--- src/rtl/fetch_decode_execute.sv ---
`default_nettype none
// ============================================================================
// Module      : fetch_decode_execute
// Description : Fetch, decode and execute stages for a MIPS-subset core.
//               The fetch stage holds the PC and drives the instruction-memory
//               address. Decode is combinational from the returned instruction
//               and the register file. The DX register feeds a combinational
//               execute stage that computes the ALU result and the branch or
//               jump redirect. There is one architectural delay slot and no
//               flush.
// Ports       : clock, reset (async, active-high), stall
//               insn          - instruction word for address
//               wb_we/wb_reg/wb_data - register-file write port
//               address, access_size, rw, i_mem_enable - fetch interface
//               pc_out        - PC of the instruction in decode
//               br, jp, aluinb, dmwe, rwe, rdst, rwd, aluop - DX controls
//               alu_out, rb_out, dest_reg - execute results
// Option      : FDX_RF_BYPASS_EN - decode reads of the register being written
//               in the same cycle return wb_data.
// Revision    : 1.0 - initial release
// ============================================================================
module fetch_decode_execute #(
  parameter logic [31:0] BASE_ADDR = 32'h80020000,
  parameter logic [31:0] MEM_DEPTH = 32'h00100000
) (
  input  logic        clock,
  input  logic        reset,
  input  logic        stall,
  input  logic [31:0] insn,
  input  logic        wb_we,
  input  logic [4:0]  wb_reg,
  input  logic [31:0] wb_data,
  output logic [31:0] address,
  output logic [1:0]  access_size,
  output logic        rw,
  output logic        i_mem_enable,
  output logic [31:0] pc_out,
  output logic        br,
  output logic        jp,
  output logic        aluinb,
  output logic        dmwe,
  output logic        rwe,
  output logic        rdst,
  output logic        rwd,
  output logic [5:0]  aluop,
  output logic [31:0] alu_out,
  output logic [31:0] rb_out,
  output logic [4:0]  dest_reg
);

  localparam logic [5:0] OP_SPECIAL = 6'h00, OP_J = 6'h02, OP_JAL = 6'h03;
  localparam logic [5:0] OP_BEQ = 6'h04, OP_BNE = 6'h05, OP_BLEZ = 6'h06, OP_BGTZ = 6'h07;
  localparam logic [5:0] OP_ADDI = 6'h08, OP_ADDIU = 6'h09, OP_SLTI = 6'h0a, OP_SLTIU = 6'h0b;
  localparam logic [5:0] OP_ANDI = 6'h0c, OP_ORI = 6'h0d, OP_XORI = 6'h0e, OP_LUI = 6'h0f;
  localparam logic [5:0] OP_LW = 6'h23, OP_SW = 6'h2b;

  localparam logic [5:0] FN_SLL = 6'h00, FN_SRL = 6'h02, FN_SRA = 6'h03, FN_SLLV = 6'h04;
  localparam logic [5:0] FN_SRLV = 6'h06, FN_SRAV = 6'h07, FN_JR = 6'h08;
  localparam logic [5:0] FN_ADD = 6'h20, FN_ADDU = 6'h21, FN_SUB = 6'h22, FN_SUBU = 6'h23;
  localparam logic [5:0] FN_AND = 6'h24, FN_OR = 6'h25, FN_XOR = 6'h26, FN_NOR = 6'h27;
  localparam logic [5:0] FN_SLT = 6'h2a, FN_SLTU = 6'h2b;

  localparam logic [31:0] SP_RESET = BASE_ADDR + MEM_DEPTH;

  // ---------------------------------------------------------------- fetch
  logic [31:0] pc;
  logic        redirect;
  logic [31:0] redirect_target;

  // A redirect held in DX during a stall is naturally deferred: DX is frozen,
  // so the redirect is still pending when stall drops.
  always_ff @(posedge clock or posedge reset) begin
    if (reset)       pc <= BASE_ADDR;
    else if (!stall) pc <= redirect ? redirect_target : pc + 32'd4;
  end

  assign address      = pc;
  assign pc_out       = pc;
  assign access_size  = 2'b10;
  assign rw           = 1'b0;
  assign i_mem_enable = ~reset;

  // -------------------------------------------------------- register file
  logic [31:0] regs [32];

  always_ff @(posedge clock or posedge reset) begin
    if (reset) begin
      for (int i = 0; i < 32; i++) regs[i] <= 32'd0;
      regs[29] <= SP_RESET;
      regs[31] <= 32'hdeadbeef;
    end else if (wb_we && wb_reg != 5'd0) begin
      regs[wb_reg] <= wb_data;
    end
  end

  // --------------------------------------------------------------- decode
  logic [4:0]  rs, rt;
  logic [31:0] rf_a, rf_b;
  assign rs = insn[25:21];
  assign rt = insn[20:16];

`ifdef FDX_RF_BYPASS_EN
  assign rf_a = (rs == 5'd0) ? 32'd0 : (wb_we && wb_reg == rs) ? wb_data : regs[rs];
  assign rf_b = (rt == 5'd0) ? 32'd0 : (wb_we && wb_reg == rt) ? wb_data : regs[rt];
`else
  assign rf_a = (rs == 5'd0) ? 32'd0 : regs[rs];
  assign rf_b = (rt == 5'd0) ? 32'd0 : regs[rt];
`endif

  logic       dec_valid, dec_imm;
  logic       dec_br, dec_jp, dec_aluinb, dec_dmwe, dec_rwe, dec_rdst, dec_rwd;
  logic [5:0] dec_aluop;

  always_comb begin
    dec_valid  = 1'b1;
    dec_imm    = 1'b0;
    dec_br     = 1'b0;
    dec_jp     = 1'b0;
    dec_aluinb = 1'b0;
    dec_dmwe   = 1'b0;
    dec_rwe    = 1'b0;
    dec_rdst   = 1'b0;
    dec_rwd    = 1'b0;
    dec_aluop  = 6'h00;
    case (insn[31:26])
      OP_SPECIAL: begin
        case (insn[5:0])
          FN_ADD, FN_ADDU, FN_SUB, FN_SUBU, FN_AND, FN_OR, FN_XOR, FN_NOR,
          FN_SLT, FN_SLTU, FN_SLL, FN_SRL, FN_SRA, FN_SLLV, FN_SRLV, FN_SRAV: begin
            dec_rwe   = 1'b1;
            dec_aluop = insn[5:0];
          end
          FN_JR: begin
            dec_jp    = 1'b1;
            dec_aluop = insn[5:0];
          end
          default: dec_valid = 1'b0;
        endcase
      end
      OP_J:   dec_jp = 1'b1;
      OP_JAL: begin dec_jp = 1'b1; dec_rwe = 1'b1; end
      OP_BEQ, OP_BNE, OP_BLEZ, OP_BGTZ: begin dec_br = 1'b1; dec_rdst = 1'b1; end
      OP_ADDI:  begin dec_imm = 1'b1; dec_aluop = FN_ADD;  end
      OP_ADDIU: begin dec_imm = 1'b1; dec_aluop = FN_ADDU; end
      OP_SLTI:  begin dec_imm = 1'b1; dec_aluop = FN_SLT;  end
      OP_SLTIU: begin dec_imm = 1'b1; dec_aluop = FN_SLTU; end
      OP_ANDI:  begin dec_imm = 1'b1; dec_aluop = FN_AND;  end
      OP_ORI:   begin dec_imm = 1'b1; dec_aluop = FN_OR;   end
      OP_XORI:  begin dec_imm = 1'b1; dec_aluop = FN_XOR;  end
      // LUI ORs the shifted immediate onto a forced-zero A operand in execute.
      OP_LUI:   begin dec_imm = 1'b1; dec_aluop = FN_OR;   end
      OP_LW:    begin dec_imm = 1'b1; dec_rwd = 1'b1; dec_aluop = FN_ADDU; end
      OP_SW: begin
        dec_aluinb = 1'b1;
        dec_rdst   = 1'b1;
        dec_dmwe   = 1'b1;
        dec_aluop  = FN_ADDU;
      end
      default: dec_valid = 1'b0;
    endcase
    if (dec_imm) begin
      dec_aluinb = 1'b1;
      dec_rdst   = 1'b1;
      dec_rwe    = 1'b1;
    end
    if (insn == 32'd0) dec_valid = 1'b0;
  end

  // ----------------------------------------------------------- DX register
  logic [31:0] dx_pc, dx_insn, dx_ra, dx_rb;

  // Unsupported words are captured as an all-zero instruction so that every
  // execute output of a NOP is zero.
  always_ff @(posedge clock or posedge reset) begin
    if (reset) begin
      dx_pc   <= 32'd0;
      dx_insn <= 32'd0;
      dx_ra   <= 32'd0;
      dx_rb   <= 32'd0;
      br      <= 1'b0;
      jp      <= 1'b0;
      aluinb  <= 1'b0;
      dmwe    <= 1'b0;
      rwe     <= 1'b0;
      rdst    <= 1'b0;
      rwd     <= 1'b0;
      aluop   <= 6'h00;
    end else if (!stall) begin
      dx_pc   <= pc;
      dx_insn <= dec_valid ? insn : 32'd0;
      dx_ra   <= dec_valid ? rf_a : 32'd0;
      dx_rb   <= dec_valid ? rf_b : 32'd0;
      br      <= dec_valid & dec_br;
      jp      <= dec_valid & dec_jp;
      aluinb  <= dec_valid & dec_aluinb;
      dmwe    <= dec_valid & dec_dmwe;
      rwe     <= dec_valid & dec_rwe;
      rdst    <= dec_valid & dec_rdst;
      rwd     <= dec_valid & dec_rwd;
      aluop   <= dec_valid ? dec_aluop : 6'h00;
    end
  end

  // -------------------------------------------------------------- execute
  logic [5:0]  dx_op;
  logic [31:0] imm_ext, sext_imm, opa, opb, dx_pc4;
  logic [4:0]  shamt;
  logic        taken;

  assign dx_op    = dx_insn[31:26];
  assign sext_imm = {{16{dx_insn[15]}}, dx_insn[15:0]};
  assign dx_pc4   = dx_pc + 32'd4;
  assign rb_out   = dx_rb;

  always_comb begin
    case (dx_op)
      OP_ANDI, OP_ORI, OP_XORI: imm_ext = {16'h0000, dx_insn[15:0]};
      OP_LUI:                   imm_ext = {dx_insn[15:0], 16'h0000};
      default:                  imm_ext = sext_imm;
    endcase
    opa   = (dx_op == OP_LUI) ? 32'd0 : dx_ra;
    opb   = aluinb ? imm_ext : dx_rb;
    shamt = (aluop == FN_SLLV || aluop == FN_SRLV || aluop == FN_SRAV) ? dx_ra[4:0]
                                                                       : dx_insn[10:6];
    case (aluop)
      FN_ADD, FN_ADDU:  alu_out = opa + opb;
      FN_SUB, FN_SUBU:  alu_out = opa - opb;
      FN_AND:           alu_out = opa & opb;
      FN_OR:            alu_out = opa | opb;
      FN_XOR:           alu_out = opa ^ opb;
      FN_NOR:           alu_out = ~(opa | opb);
      FN_SLT:           alu_out = {31'd0, $signed(opa) < $signed(opb)};
      FN_SLTU:          alu_out = {31'd0, opa < opb};
      FN_SLL, FN_SLLV:  alu_out = opb << shamt;
      FN_SRL, FN_SRLV:  alu_out = opb >> shamt;
      FN_SRA, FN_SRAV:  alu_out = $signed(opb) >>> shamt;
      default:          alu_out = 32'd0;
    endcase
    // JAL links past its delay slot.
    if (jp && dx_op == OP_JAL) alu_out = dx_pc + 32'd8;

    if (jp && dx_op == OP_JAL) dest_reg = 5'd31;
    else if (rdst)             dest_reg = dx_insn[20:16];
    else                       dest_reg = dx_insn[15:11];
  end

  always_comb begin
    case (dx_op)
      OP_BEQ:  taken = (dx_ra == dx_rb);
      OP_BNE:  taken = (dx_ra != dx_rb);
      OP_BLEZ: taken = ($signed(dx_ra) <= 32'sd0);
      OP_BGTZ: taken = ($signed(dx_ra) >  32'sd0);
      default: taken = 1'b0;
    endcase
    taken = taken & br;

    if (br)                  redirect_target = dx_pc4 + {sext_imm[29:0], 2'b00};
    else if (dx_op == OP_SPECIAL) redirect_target = dx_ra;
    else                     redirect_target = {dx_pc4[31:28], dx_insn[25:0], 2'b00};

    redirect = taken | jp;
  end

endmodule
`default_nettype wire

--- config.mk ---
export PLATFORM = sky130hd
export DESIGN_NAME = fetch_decode_execute
export DESIGN_NICKNAME = d
export VERILOG_FILES = /design/src/rtl/fetch_decode_execute.sv
export SDC_FILE = /design/constraint.sdc
export NUM_CORES = 2
export LEC_CHECK = 0
export ABC_AREA = 1
export BUFFER_PORTS_ARGS = -buffer_cell sky130_fd_sc_hd__buf_2
export CAP_MARGIN = 20
export CORE_ASPECT_RATIO = 1.5
export CORE_MARGIN = 2
export CORE_UTILIZATION = 42
export CTS_CLUSTER_SIZE = 25
export DETAILED_ROUTE_END_ITERATION = 12
export PLACE_DENSITY_LB_ADDON = 0.1
export SLEW_MARGIN = 10
export SYNTH_ARGS = -nofsm -noshare
export SYNTH_HDL_FRONTEND = slang
export SYNTH_SLANG_ARGS = --single-unit
--- constraint.sdc ---
create_clock -name clock -period 109.4 [get_ports clock]
set_input_delay 21.88 -clock clock [delete_from_list [all_inputs] [get_ports clock]]
set_output_delay 21.88 -clock clock [all_outputs]
set_load 0.01 [all_outputs]
# == Word-level counts from Yosys, hierarchy flattened ==
# Cells that the tools add are included.
# word_totals
regBits,1197
in_bits,73
out_inout_bits,150
# classes
add_sub_neg,6
order_cmp,8
eq_ne,58
shifts,3
mux,44
bitwise,17
reduce_logical,28
# ops
operator,count
1024-bit bitwise mux,1
32-bit two-way mux,16
32-bit one-hot mux with 11 select lines,1
32-bit binary-select mux with 5-bit select,2
32-bit demux with 5-bit select,1
6-bit equality test (second input constant),22
6-bit by 3-bit equality test with 1-bit output (second input constant),14
6-bit by 4-bit equality test with 1-bit output (second input constant),13
32-bit by 3-bit adder with 32-bit output (second input constant),2
32-bit adder,2
32-bit less-than comparator,2
32-bit one-hot mux with 2 select lines,1
6-bit one-hot mux with 8 select lines,1
6-bit by 2-bit equality test with 1-bit output (second input constant),7
32-bit by 4-bit adder with 32-bit output (second input constant),1
32-bit AND,1
32-bit equality test,1
32-bit by 1-bit greater-than comparator with 1-bit output (second input constant),1
32-bit by 1-bit less-or-equal comparator with 1-bit output (second input constant),1
32-bit zero test,1
32-bit != test,1
32-bit inverter,1
32-bit bitwise OR,1
16-bit OR reduction,2
other kinds (27),68

# == Longest topological paths before layout ==
# depth
ltp_word,8
mapped_depth,28

# == Worst setup path after synthesis ==
# Ideal clock, no wire load.
# synth_path
path_type,input port to output port
from,input reset
to,output i_mem_enable
arrival_time_ps,46417
slack_ps,41103
stages,1
cell_sequence,inv_1
# synth_between
elab_chain_len,1
# synth_rtl
element,line,rtl
from (decl),27,"input logic reset,"
1-bit inverter,81,assign i_mem_enable = ~reset;
to (decl),36,"output logic i_mem_enable,"
# Every way passes these cells.

# == Worst setup path in the final report ==
# Same ends and word-level chain as after synthesis.

==> metrics <==
outcome finished, final reports clean; RSZ-0062 raised after global routing no; first-pass GRT wire length 537,000 um; Clock Latency Late Sink 810 ps; Tmin final 44,480 ps; cell area after synthesis 77,300 um2; starting density of the core 42.3%; post-synth top area share 37.8%; final WL 376,000 um; I/O pin count 223; register bit total from synthesis 1,197; worst-path maximum fanout 26; Multi-input gate area 40,100 um2; CTS tree done; WP data required 87,520 ps; Primary FF master, synth dfrtp_1; CTS Buffer Depth 4; largest net degree at the start of global routing 198; Avg Inst Size Synth 6.92 um2; Setup crit end kind primary output; leak pwr 37.9 nW; Die W 354 um; drt pass-1 iters 6; hold path start regs[1009]; CTS sink count 1,197; Routability Congestion 1.03; most numerous cell in the Yosys netlist o21ai_0; wire per inst 28.2 um; CTS Root Cell clkbuf_16; DRC Markers 0; Post-synth EDFFs 0; pre-CTS setup slack 64,900 ps; vias in the first global route 76,300; Max rail drop VDD 0.0124 mV; grt total ovfl 0; DR iter-0 viols 9,781; post-synthesis sequential area ratio 38.8%; Final Worst Setup Slack 64,920 ps; clock-pin slew on the worst setup and hold paths 50 ps; core footprint 183,000 um2; commonest cells in the netlist 2,294 x o21ai_0, 2,185 x nand2_1, 1,168 x dfrtp_1; MaxCap Viol Count 0; FF+latch area 30,000 um2; CP startpoint kind input pin; cts hold-fix bufs 0; Worst Clk Skew 62.7 ps; YS warnings 0; Distinct cells, synth 63; fin nets 11,000; Slew Limit Fails 0; Worst-Margin Slew 1220 ps; global-route total usage across every layer 38.9%; max frequency 22.5 MHz; post-cts resize count 0; fraction of layout cells with a size suffix above 1 6.84%; Hold Vio Cnt, Final 0; Synth area leader dfrtp_1; total setup buffers inserted after CTS 0; fill count 19,200; Die H 529 um; Row Count 192; Max-slew headroom 18.5%; hpwl dp 244,000 um; routed via count 81,200; fin crit share 40.7%; initial antenna violation count 45; Routed Antenna Nets 0; H-tree Lvls 4; fraction of registers with async set or reset after synthesis 100%; setup TNS 0 ps; port buffer count 219; placed cell count 13,000; CTS buffer count 139; Synth area leaders dfrtp_1 38%, o21ai_0 15%, nand2_1 11%, nand3_1 7.2%, a21oi_1 6.3%; worst hold path type flop to flop; Synth Instances 11,200; Area Growth Syn to Fin 8.38%; R2R Path Start dx_pc[4]; Final Setup Violations 0; Layout Cells excl Fill 13,300; die footprint 188,000 um2; crit path kind input pin to primary output; vias per inst 6.10; Crit. Startpoint reset; PD cells 17.3 nW/um2; CP arrival 22,600 ps
==> cell usage in the layout, fill, tap and decap left out, types with 13 or more instances in the layout <==
| master | count |
|---|---|
| nand2_4 | 16 |
| nor2_2 | 15 |
| a221oi_1 | 19 |
| clkbuf_16 | 141 |
| nor3_1 | 46 |
| clkbuf_1 | 32 |
| diode_2 | 52 |
| buf_2 | 212 |
| a21oi_1 | 966 |
| nand4_1 | 111 |
| o21bai_1 | 13 |
| nand2_2 | 31 |
| o21ai_1 | 33 |
| nor2_1 | 568 |
| dfstp_2 | 29 |
| dfrtp_1 | 1166 |
| inv_2 | 15 |
| clkinv_2 | 15 |
| nand3_1 | 1115 |
| o2111ai_1 | 13 |
| clkbuf_8 | 27 |
| o21ai_0 | 2293 |
| xor2_1 | 66 |
| a31oi_1 | 24 |
| a311oi_1 | 14 |
| o22ai_1 | 69 |
| inv_1 | 923 |
| ha_1 | 135 |
| buf_4 | 155 |
| nand2_1 | 2158 |
| o211ai_1 | 248 |
==> worst max-delay path, stage by stage <==
cell   delay (ps)
buf_2         150
inv_8         280
buf_2         230
==> per-stage QoR <==
| stage | power, mW | util [%] | instance area [um2] | hold slack (ps) |
|---|---|---|---|---|
| finish | 1.45 | 45.9 | 83800 | 391 |
| global route | 1.52 | 45.9 | 83700 | 407 |
| CTS | 1.44 | 45.8 | 83600 | 396 |
| detailed placement | 0.975 | 43.4 | 79200 | 382 |
| global placement | 0.968 | 43.3 | 79100 | 375 |
| floorplan | 0.833 | - | 77300 | 434 |
==> layout make-up <==
| type | instances | area share [%] |
|---|---|---|
| inverter | 950 | 4.29 |
| clock buffer | 199 | 4.78 |
| sequential | 1197 | 35.8 |
| timing repair buffer | 381 | 2.95 |
| multi-input combinational | 8088 | 47.9 |
| tap | 2425 | 3.62 |
| antenna | 52 | 0.155 |
| clock inverter | 34 | 0.490 |
==> logic make-up after synthesis <==
logic type / after synthesis / synth area share (%)
other: 2 / 0.00972
adder cells (fa/ha/maj): 138 / 2.26
flip-flops: 1197 / 38.8
AO/OA/AOI/OAI: 3756 / 25.8
AND/OR/NAND/NOR: 4116 / 22.7
buffers and inverters: 1879 / 9.57
XOR/XNOR: 73 / 0.827
multiplexers: 2 / 0.0259
==> flip-flops by register name, summed over array words and instances (netlist names), 6 cells and up <==
| register | cells |
|---|---|
| address | 32 |
| aluop | 6 |
| dx_pc | 32 |
| dx_ra | 32 |
| dx_insn | 32 |
| rb_out | 32 |
| regs | 1024 |
==> where the power goes <==
group	switching [mW]	internal (mW)	leakage (nW)	total (mW)
logic	0.277	0.117	20.4	0.394
clock network	0.197	0.273	2.17	0.470
registers	0.0595	0.524	15.3	0.583
total	0.533	0.914	37.9	1.45
==> path summary, 6_finish.rpt <==
kind	to	slack (ps)	cells past startpoint
max	i_mem_enable	64920	3
min	regs[1009]	390	0
max reg2reg	address[25]	104710	23
min reg2reg	regs[1009]	390	0
max in group asynchronous	address[29]	83500	7
min in group asynchronous	regs[600]	21150	2
==> layer usage <==
metal / wire length (um) / part of all wire, % / vias to the layer above / GRT usage [%]
met1: 138000 / 37 / 38900 / 45.7
met4: 32300 / 8.6 / 24 / 29.2
met3: 30300 / 8.1 / 1127 / 7.03
met2: 175000 / 47 / 4210 / 63.5
li1: - / - / 36900 / -
met5: 158 / 0.042 / - / 0
(Power assumes the default switching activity.)
